<file path="src/rtl/zone_stat_pkg.sv">
// Shared types and helpers for the zone statistics accumulator.
package zone_stat_pkg;

  // Statistic selection; code 3 also selects the average.
  typedef enum logic [1:0] {
    MODE_MAX     = 2'd0,
    MODE_AVG     = 2'd1,
    MODE_MIX     = 2'd2,
    MODE_AVG_ALT = 2'd3
  } mode_e;

  // Result drain state.
  typedef enum logic {
    ST_IDLE  = 1'b0,
    ST_DRAIN = 1'b1
  } drain_state_e;

  // Width of the value path fed to the saturating shift.
  localparam int unsigned SAT_W = 32;

  // Per-zone sum width: exact for 2^ZW * 2^ZH pixels of PIX_W bits.
  function automatic int unsigned sum_w(input int unsigned pix_w,
                                        input int unsigned zw_log2,
                                        input int unsigned zh_log2);
    return pix_w + zw_log2 + zh_log2;
  endfunction

  // Zone index width.
  function automatic int unsigned idx_w(input int unsigned nzone);
    return (nzone > 1) ? $clog2(nzone) : 1;
  endfunction

  // Left shift by gain, clamped to 2^pix_w-1.
  function automatic logic [SAT_W-1:0] sat_shl(input logic [SAT_W-1:0] v,
                                               input logic [1:0]       gain,
                                               input int unsigned      pix_w);
    logic [SAT_W+2:0] s;
    logic [SAT_W+2:0] one;
    logic [SAT_W+2:0] lim;
    s   = {3'b000, v} << gain;
    one = {{(SAT_W+2){1'b0}}, 1'b1};
    lim = (one << pix_w) - one;
    return (s > lim) ? lim[SAT_W-1:0] : s[SAT_W-1:0];
  endfunction

endpackage

</file>
<file path="src/rtl/zone_stat_cell.sv">
// One zone's sum/max accumulator with mode/gain statistic output.
module zone_stat_cell
  import zone_stat_pkg::*;
#(
  parameter int unsigned PIX_W       = 8,
  parameter int unsigned ZONE_W_LOG2 = 5,
  parameter int unsigned ZONE_H_LOG2 = 4
) (
  input  logic             iODCK,
  input  logic             iRST,
  input  logic             i_clr,
  input  logic             i_acc,
  input  logic [PIX_W-1:0] i_pix,
  input  logic [1:0]       i_mode,
  input  logic [1:0]       i_gain,
  output logic [PIX_W-1:0] o_value
);

  localparam int unsigned SUM_W  = sum_w(PIX_W, ZONE_W_LOG2, ZONE_H_LOG2);
  localparam int unsigned AVG_SH = ZONE_W_LOG2 + ZONE_H_LOG2;

  logic [SUM_W-1:0] r_sum;
  logic [PIX_W-1:0] r_max;
  logic [SUM_W-1:0] w_pix_ext;
  logic [PIX_W-1:0] w_avg;
  logic [PIX_W:0]   w_mix_sum;
  logic [PIX_W:0]   w_mix;
  logic [PIX_W:0]   w_sel;
  logic [SAT_W-1:0] w_sel_ext;
  logic [SAT_W-1:0] w_sat;

  // Accumulate qualified pixels; a clear restarts from the current pixel if any.
  always_ff @(posedge iODCK or negedge iRST) begin
    if (!iRST) begin
      r_sum <= '0;
      r_max <= '0;
    end else if (i_clr) begin
      r_sum <= i_acc ? w_pix_ext : '0;
      r_max <= i_acc ? i_pix : '0;
    end else if (i_acc) begin
      r_sum <= r_sum + w_pix_ext;
      if (i_pix > r_max) r_max <= i_pix;
    end
  end

  // Average, mix, mode select and saturating gain.
  always_comb begin
    w_pix_ext              = '0;
    w_pix_ext[PIX_W-1:0]   = i_pix;
    w_avg                  = r_sum[AVG_SH +: PIX_W];
    w_mix_sum              = {1'b0, r_max} + {1'b0, w_avg};
    w_mix                  = w_mix_sum >> 1;
    case (i_mode)
      MODE_MAX: w_sel = {1'b0, r_max};
      MODE_MIX: w_sel = w_mix;
      default:  w_sel = {1'b0, w_avg};
    endcase
    w_sel_ext              = '0;
    w_sel_ext[PIX_W:0]     = w_sel;
    w_sat                  = sat_shl(w_sel_ext, i_gain, PIX_W);
    // Any bit above PIX_W would also mean saturation.
    o_value = w_sat[PIX_W-1:0] | {PIX_W{|w_sat[SAT_W-1:PIX_W]}};
  end

endmodule

</file>
<file path="src/rtl/zone_stat_accum.sv">
// Per-zone luminance statistics over one zone row, drained as a valid/ready stream.
module zone_stat_accum
  import zone_stat_pkg::*;
#(
  parameter int unsigned PIX_W       = 8,
  parameter int unsigned NZONE       = 8,
  parameter int unsigned ZONE_W_LOG2 = 5,
  parameter int unsigned ZONE_H_LOG2 = 4
) (
  input  logic                    iODCK,
  input  logic                    iRST,
  input  logic [PIX_W-1:0]        iPixelData,
  input  logic                    iH_Duty,
  input  logic                    iV_Duty,
  input  logic [1:0]              iMode,
  input  logic [1:0]              iGain,
  input  logic                    iZoneReady,
  output logic [PIX_W-1:0]        oZoneData,
  output logic [idx_w(NZONE)-1:0] oZoneIdx,
  output logic                    oZoneValid,
  output logic                    oFrameDone,
  output logic                    oOverrun
);

  localparam int unsigned IDX_W  = idx_w(NZONE);
  localparam int unsigned PCNT_W = IDX_W + ZONE_W_LOG2 + 1;
  localparam int unsigned ZIDX_W = PCNT_W - ZONE_W_LOG2;
  localparam logic [PCNT_W-1:0] PCNT_LIM = PCNT_W'(NZONE) << ZONE_W_LOG2;
  localparam logic [IDX_W-1:0]  IDX_LAST = IDX_W'(NZONE - 1);

  logic                   r_h;
  logic                   r_v;
  logic [PCNT_W-1:0]      r_pcnt;
  logic [ZONE_H_LOG2-1:0] r_line;
  logic [PIX_W-1:0]       r_buf [NZONE];
  drain_state_e           r_state;
  drain_state_e           w_state_nxt;
  logic [IDX_W-1:0]       r_idx;
  logic [IDX_W-1:0]       w_idx_nxt;
  logic                   r_overrun;
  logic                   w_overrun;
  logic                   r_fdone;

  logic                   w_le;
  logic                   w_vfall;
  logic                   w_row_end;
  logic                   w_pix_ok;
  logic                   w_clr;
  logic [ZIDX_W-1:0]      w_zone;
  logic [NZONE-1:0]       w_acc;
  logic [PIX_W-1:0]       w_val [NZONE];

  assign w_le      = r_h && !iH_Duty && iV_Duty;
  assign w_vfall   = r_v && !iV_Duty;
  assign w_row_end = w_le && (r_line == '1);
  assign w_pix_ok  = iH_Duty && iV_Duty && (r_pcnt < PCNT_LIM);
  assign w_zone    = r_pcnt[PCNT_W-1:ZONE_W_LOG2];
  // Holding the cells cleared while the frame is inactive discards any partial row.
  assign w_clr     = w_row_end || !iV_Duty;

  // Registered duty copies for edge detection.
  always_ff @(posedge iODCK or negedge iRST) begin
    if (!iRST) begin
      r_h <= 1'b0;
      r_v <= 1'b0;
    end else begin
      r_h <= iH_Duty;
      r_v <= iV_Duty;
    end
  end

  // Pixel position within the line; stops at the end of the last zone.
  always_ff @(posedge iODCK or negedge iRST) begin
    if (!iRST)                  r_pcnt <= '0;
    else if (!iV_Duty || w_le)  r_pcnt <= '0;
    else if (w_pix_ok)          r_pcnt <= r_pcnt + PCNT_W'(1);
  end

  // Line position within the zone row; wraps at row end.
  always_ff @(posedge iODCK or negedge iRST) begin
    if (!iRST)         r_line <= '0;
    else if (!iV_Duty) r_line <= '0;
    else if (w_le)     r_line <= r_line + ZONE_H_LOG2'(1);
  end

  for (genvar g = 0; g < NZONE; g++) begin : g_zone
    assign w_acc[g] = w_pix_ok && (w_zone == ZIDX_W'(g));
    zone_stat_cell #(
      .PIX_W       (PIX_W),
      .ZONE_W_LOG2 (ZONE_W_LOG2),
      .ZONE_H_LOG2 (ZONE_H_LOG2)
    ) u_cell (
      .iODCK   (iODCK),
      .iRST    (iRST),
      .i_clr   (w_clr),
      .i_acc   (w_acc[g]),
      .i_pix   (iPixelData),
      .i_mode  (iMode),
      .i_gain  (iGain),
      .o_value (w_val[g])
    );
  end

  // Result buffer: snapshot of every zone's statistic at row end.
  always_ff @(posedge iODCK or negedge iRST) begin
    if (!iRST) begin
      for (int unsigned i = 0; i < NZONE; i++) r_buf[i] <= '0;
    end else if (w_row_end) begin
      for (int unsigned i = 0; i < NZONE; i++) r_buf[i] <= w_val[i];
    end
  end

  // Drain state, index and status pulse registers.
  always_ff @(posedge iODCK or negedge iRST) begin
    if (!iRST) begin
      r_state   <= ST_IDLE;
      r_idx     <= '0;
      r_overrun <= 1'b0;
      r_fdone   <= 1'b0;
    end else begin
      r_state   <= w_state_nxt;
      r_idx     <= w_idx_nxt;
      r_overrun <= w_overrun;
      r_fdone   <= w_vfall;
    end
  end

  // Drain next-state: row end restarts the drain and takes priority over a beat.
  always_comb begin
    w_state_nxt = r_state;
    w_idx_nxt   = r_idx;
    w_overrun   = 1'b0;
    unique case (r_state)
      ST_IDLE: begin
        if (w_row_end) begin
          w_state_nxt = ST_DRAIN;
          w_idx_nxt   = '0;
        end
      end
      ST_DRAIN: begin
        if (w_row_end) begin
          w_idx_nxt = '0;
          w_overrun = 1'b1;
        end else if (iZoneReady) begin
          if (r_idx == IDX_LAST) begin
            w_state_nxt = ST_IDLE;
            w_idx_nxt   = '0;
          end else begin
            w_idx_nxt = r_idx + IDX_W'(1);
          end
        end
      end
      default: begin
        w_state_nxt = ST_IDLE;
        w_idx_nxt   = '0;
      end
    endcase
  end

  assign oZoneValid = (r_state == ST_DRAIN);
  assign oZoneIdx   = r_idx;
  assign oZoneData  = oZoneValid ? r_buf[r_idx] : '0;
  assign oOverrun   = r_overrun;
  assign oFrameDone = r_fdone;

endmodule

</file>
<file path="config.mk">
export PLATFORM = sky130hd
export DESIGN_NAME = zone_stat_accum
export DESIGN_NICKNAME = d
export VERILOG_FILES = /design/src/rtl/zone_stat_pkg.sv /design/src/rtl/zone_stat_cell.sv /design/src/rtl/zone_stat_accum.sv
export SDC_FILE = /design/constraint.sdc
export NUM_CORES = 1
export LEC_CHECK = 0
export CAP_MARGIN = 20
export CORE_UTILIZATION = 50
export CTS_CLUSTER_SIZE = 30
export DETAILED_ROUTE_END_ITERATION = 8
export GPL_TIMING_DRIVEN = 0
export PLACE_DENSITY = 0.76
export SLEW_MARGIN = 10
export SYNTH_ARGS = -nofsm -noshare
export SYNTH_HDL_FRONTEND = slang
export SYNTH_SLANG_ARGS = --single-unit
</file>
<file path="constraint.sdc">
create_clock -name iODCK -period 3.7 [get_ports iODCK]
set_input_delay 0.555 -clock iODCK [delete_from_list [all_inputs] [get_ports iODCK]]
set_output_delay 0.555 -clock iODCK [all_outputs]
set_load 0.005 [all_outputs]
</file>
== Word-level counts from Yosys, hierarchy flattened ==
Cells that the tools add are included.
Cells by class
  $add $sub $neg: 19
  order comparisons: 18
  eq/ne operators: 13
  shift operators: 8
  muxes and demuxes: 91
  bitwise gates (word level): 10
  reduce and logical (&&, ||, !) cells: 54
Operators with widths (number)
  two-way mux 8 bit: 43
  > comparator 35 x 8 -> 1 bit, second input constant: 8
  left shift 8 x 2 -> 35 bit: 8
  two-way mux 17 bit: 16
  two-way mux 32 bit: 8
  OR reduction 24 bit: 8
  adder 17 x 8 -> 17 bit: 8
  case mux 8 bit (2 select lines): 8
  adder 8 x 8 -> 9 bit: 8
  > comparator 8 bit: 8
  bitwise OR 8 bit: 8
  nonzero test 2 bit: 17
  binary-select mux 8 bit (select 3 bit): 1
  two-way mux 9 bit: 2
  AND reduction 2 bit: 9
  equality test 4 x 3 -> 1 bit, second input constant: 4
  logical AND 1 bit: 14
  two-way mux 3 bit: 4
  adder 9 x 1 -> 9 bit, second input constant: 1
  < comparator 9 bit, second input constant: 1
  equality test 4 x 2 -> 1 bit, second input constant: 2
  two-way mux 4 bit: 2
  case mux 3 bit (2 select lines): 1
  two-way mux 1 bit: 5
  other kinds (17): 19
Storage, ports and cells
  register bits: 285
  input port bits: 17
  logic and storage cells: 245

== Longest topological paths before layout ==
  depth in word-level cells: 7
  gate-level depth with buffers: 11
  mapped depth without buffers: 10

== Cells and area by module ==
A second synthesis with hierarchy kept.
Second synthesis, totals
  cells, all modules: 2550
  area, all modules: 23278.6 um^2
Modules (own cells, without submodules)
  zone_stat_cell at g_zone[1].u_cell ...: instances 5, cells an instance 285, area each 2412.3 um^2, sequential area each 625.6 um^2
  zone_stat_cell at g_zone[0].u_cell ...: instances 2, cells an instance 279, area each 2372.3 um^2, sequential area each 625.6 um^2
  zone_stat_accum: instances 1, cells an instance 284, area each 4061.4 um^2, sequential area each 2127.0 um^2
  zone_stat_cell at g_zone[7].u_cell: instances 1, cells an instance 283, area each 2411.1 um^2, sequential area each 625.6 um^2

== Least setup slack after synthesis ==
OpenSTA, ideal clock, no wires.
  kind: input to register
  start point: input iPixelData[1]
  end point: register g_zone[4].u_cell.r_sum[16]
  setup time: 0.078 ns
  arrival: 3.018 ns
  required time: 3.622 ns
  setup slack: 0.604 ns
  stages on the path: 10
  path buffers: 1
  cell sequence: clkbuf_1 inv_1 fa_1 nor2b_1 o21ai_0 a21boi_0 o21ai_0 a211o_1 or4_1 a21oi_1
On the way
  cells in the longest elaborated chain, start to end: 3
Ends and longest elaborated chain
  from (decl): RTL line zone_stat_accum.sv:12  | input logic [PIX_W-1:0] iPixelData,
  adder 17 x 8 -> 17 bit: RTL line zone_stat_cell.sv:41  | r_sum <= r_sum + w_pix_ext;
  two-way mux 17 bit: RTL line zone_stat_cell.sv:40  | end else if (i_acc) begin
  two-way mux 17 bit: RTL line zone_stat_cell.sv:37  | end else if (i_clr) begin
  to (signal assigned): RTL line zone_stat_cell.sv:38  | r_sum <= i_acc ? w_pix_ext : '0;
  to (signal assigned): RTL line zone_stat_cell.sv:41
  to (decl): RTL line zone_stat_cell.sv:22  | logic [SUM_W-1:0] r_sum;
No other way between the ends. The select of a mux whose other input is x is not followed.
A chain may end at the register's enable or synchronous reset.

== Final worst setup path ==
  start point: register r_idx[0], in the netlist oZoneIdx[0]
  end point: output oZoneData[6]
On the way
  cells in the longest elaborated chain, start to end: 5
Ends and longest elaborated chain
  from (decl): RTL line zone_stat_accum.sv:38  | logic [IDX_W-1:0] r_idx;
  from (signal assigned): RTL line zone_stat_accum.sv:122  | r_idx <= w_idx_nxt;
  inverter 3 -> 4 bit (not written as such): RTL line zone_stat_accum.sv:162  | assign oZoneData = oZoneValid ? r_buf[r_idx] : '0;
  binary-select mux 8 bit (select 3 bit): RTL line zone_stat_accum.sv:162
  two-way mux 8 bit (not written as such) (2 in a row): RTL line zone_stat_accum.sv:162
  two-way mux 8 bit: RTL line zone_stat_accum.sv:162
  to (decl): RTL line zone_stat_accum.sv:18  | output logic [PIX_W-1:0] oZoneData,
No other way between the ends. The select of a mux whose other input is x is not followed.

==> results by group <==
Worst setup path
  • Critical path type: reg -> out
  • CP max stage cell: mux4_2
  • Crit path DAT: 2950 ps
  • Crit-path cells: clkbuf_2, buf_2, mux4_2, mux2i_1, nor2b_1, clkdlybuf4s50_1
  • Startpoint Class: flip-flop
  • Crit path largest cell delay: 560 ps
  • Worst EP required: 3140 ps
  • CP endpoint kind: primary output
  • Crit-path max FO: 10

Logic synthesis
  • Post-synthesis adder-cell area fraction: 0.121
  • Yosys warns: 0
  • Post-synthesis mux area share: 0.0568
  • Post-synthesis cell count: 2499
  • Synth Area in Compound Gates: 0.238
  • Cell taking the most area after synthesis: dfrtp_1
  • Area share of the largest cell type after synthesis: 0.324
  • EDFF count, synth: 0
  • Main combinational cell family by area after synthesis: compound AO/OA/AOI/OAI gates
  • Post-synth top cells: 285 x dfrtp_1, 221 x nor2_1, 200 x o21ai_0
  • Mean Syn Cell Area: 8.80 sq um
  • Most common cell in the netlist: dfrtp_1
  • Synth Area in XOR/XNOR: 0.0454
  • FF+latch count, synth: 285
  • Syn_nets: 2720
  • Post-synth cell types: 88
  • Most used flip-flop cell after synthesis: dfrtp_1
  • Simple-gate share of the synthesized area: 0.172
  • Synth async-reset ratio: 1.00
  • Largest cells by area after synthesis: dfrtp_1 32%, ha_1 11%, o21ai_0 4.6%
  • Register area share after synthesis: 0.324
  • Syn Std Cell Area: 0.0220 sq mm

STA
  • Measured slew at the worst slew-check pin: 1220 ps
  • Final Max Slew Viols: 0
  • Clk_skew: 36.1 ps
  • Slew HR: 0.186
  • Fin crit share: 0.947
  • Fin. Hold Viols: 4
  • RSZ-0062 raised after global routing: no
  • Final min period: 3500 ps
  • Setup tns final: 0 ps
  • Fmax: 0.285 GHz
  • Setup violations, final: 0
  • Fin Hold WS: -15.2 ps

Die
  • Die W: 212 um
  • Die area: 0.0448 sq mm
  • Rows: 76
  • Die height: 212 um
  • Initial Utilization: 0.508
  • Core footprint: 0.0433 sq mm
  • I/O Pins: 31

Clocking
  • Htree depth: 2
  • CTS tree: done
  • Clock-pin slew on the worst setup and hold paths: 70 ps
  • Sink Count: 285
  • Num CTS Buffers: 35
  • Longest Clk Path Bufs: 3
  • Worst skew pair latency: 590 ps
  • Hold Buf Count CTS: 0
  • Clk Tree Root Cell: clkbuf_16

Routing
  • Post-DR vias/cell: 6.41
  • Final ANT Viol Nets: 0
  • Final WL: 72200 um
  • Drt drc: 0
  • Total vias in the final route: 20400
  • Pre-antenna DRT Iters: 6
  • DR WL/cell: 22.7 um
  • 1st-iter DRT viols: 2088

Layout
  • Layout cells sized above 1: 0.0709
  • # diodes: 0
  • Final net count: 2793
  • Final cell area excluding filler cells: 0.0243 sq mm
  • Area Growth Syn to Fin: 10.5%
  • Final Non-Filler Cells: 3180

Place
  • DP Area: 0.0231 sq mm
  • Detailed Place HPWL: 53500 um
  • GP Congestion: 0.987
  • # port buffers: 29
  • Dpl cells: 3117

Power and ir drop
  • P_leak: 10.5 nW
  • Worst vdd ir: 319 uV
  • PD cells: 323 mW/mm^2

Global routing
  • Grt ovf: 0
  • Largest net degree at the start of global routing: 108
  • Initial antenna violation count: 0
  • Total GRT Usage: 0.326
  • First-pass GRT wire length: 112000 um
  • Vias in the first global route: 19600

Job
  • Max-cap violations: 0

Outcome
  • Outcome: complete, but fails checks
  • Violated checks: hold timing

Min path
  • HP Class: in -> async
[kinds of logic after synthesis]
family / after synthesis
AOI/OAI and AO/OA: 791
and+or+nand+nor: 771
DFF: 285
buffers and inverters: 232
adders and majority gates: 204
xor gates and xnor gates: 114
muxes: 102
[cell usage in the layout, fill, tap and decap left out, types with 12 or more instances in the layout]
master / n
mux2i_1: 73
fa_1: 16
clkdlybuf4s50_1: 22
a22o_1: 21
o211ai_1: 27
nor2b_1: 36
buf_1: 27
o21a_1: 35
xnor2_1: 63
mux4_2: 17
o31ai_1: 19
or2_2: 20
and4_1: 14
clkbuf_1: 64
a21o_1: 44
buf_2: 23
or3_1: 14
a31oi_1: 16
nand2_1: 194
dfrtp_1: 285
nand2b_1: 33
xor2_1: 51
inv_1: 114
nand3_1: 96
a21oi_1: 194
o22ai_1: 17
ha_1: 188
and3_1: 25
mux2_2: 12
a211oi_1: 52
o22a_1: 21
o21ai_0: 200
clkbuf_16: 35
nand4_1: 29
nor3_1: 30
nor2_1: 221
o2bb2ai_1: 12
[worst paths after layout]
kind,start,endpoint,slack (ps),depth (start not counted)
setup / recovery,oZoneIdx[0],oZoneData[6],200,6
min in group iODCK,r_v,oFrameDone,470,1
setup reg to reg,r_line[0],g_zone[1].u_cell.r_sum[14],500,7
hold reg to reg,r_v,oFrameDone,470,1
hold / removal,iRST,g_zone[5].u_cell.r_max[4],-20,1
max in group asynchronous,iRST,g_zone[6].u_cell.r_max[1],2260,3
[sequential cells by signal, indices dropped and copies added (netlist names)]
register and cells:
g_zone.u_cell.r_sum 136, g_zone.u_cell.r_max 64, r_buf 64, r_pcnt 9
r_line 4, oZoneIdx 3, oFrameDone 1, oOverrun 1
oZoneValid 1, r_h 1, r_v 1
[layout make-up]
class,instances,area (sq um)
tap,585,732
inverter,116,439
multi-input combinational,1982,14000
buffer,115,502
sequential,285,7130
timing repair buffer,37,400
fill,3870,18900
clock buffer,46,977
clock inverter,14,161
[critical path, delay by kind of cell, from the launching register on]
| family | cells | cell delay (ps) |
|---|---|---|
| buffers and inverters | 3 | 1140 |
| DFF | 1 | 390 |
| muxes | 2 | 740 |
| and+or+nand+nor | 1 | 80 |
[what timing repair did]
item | 4_1_cts | 5_1_grt
resized for setup | 7 | 2
pin swaps | 0 | 0
setup buffers | 4 | 0
gates cloned | 0 | 0
endpoints found under the setup margin | 117 | 41
[where the power goes]
group / internal [mW] / total (mW) / leakage [nW] / switching (mW)
combinational: 0.371 / 1.14 / 5.93 / 0.771
clock: 2.02 / 3.49 / 0.569 / 1.47
sequential: 3.17 / 3.22 / 3.96 / 0.0537
[through the flow]
stage                     setup WS [ps]  utilization  hold slack (ps)  power [mW]
after floorplan                     604            -              259        3.95
after global placement           -10310        0.532              463        4.33
after detailed placement          -1150        0.534              475        4.37
after CTS                          5.97        0.562             37.2        7.86
after global routing               54.1        0.562             55.5        8.09
final                               195        0.562            -15.2        7.85
[routing by layer]
layer / wire length, um / track usage / up-vias
li1: - / - / 9345
met3: 5810 / 0.0476 / 214
met5: 0 / 0 / -
met1: 30800 / 0.441 / 9920
met4: 3770 / 0.173 / 0
met2: 31800 / 0.504 / 907
Power figures use the tool's default switching activity.
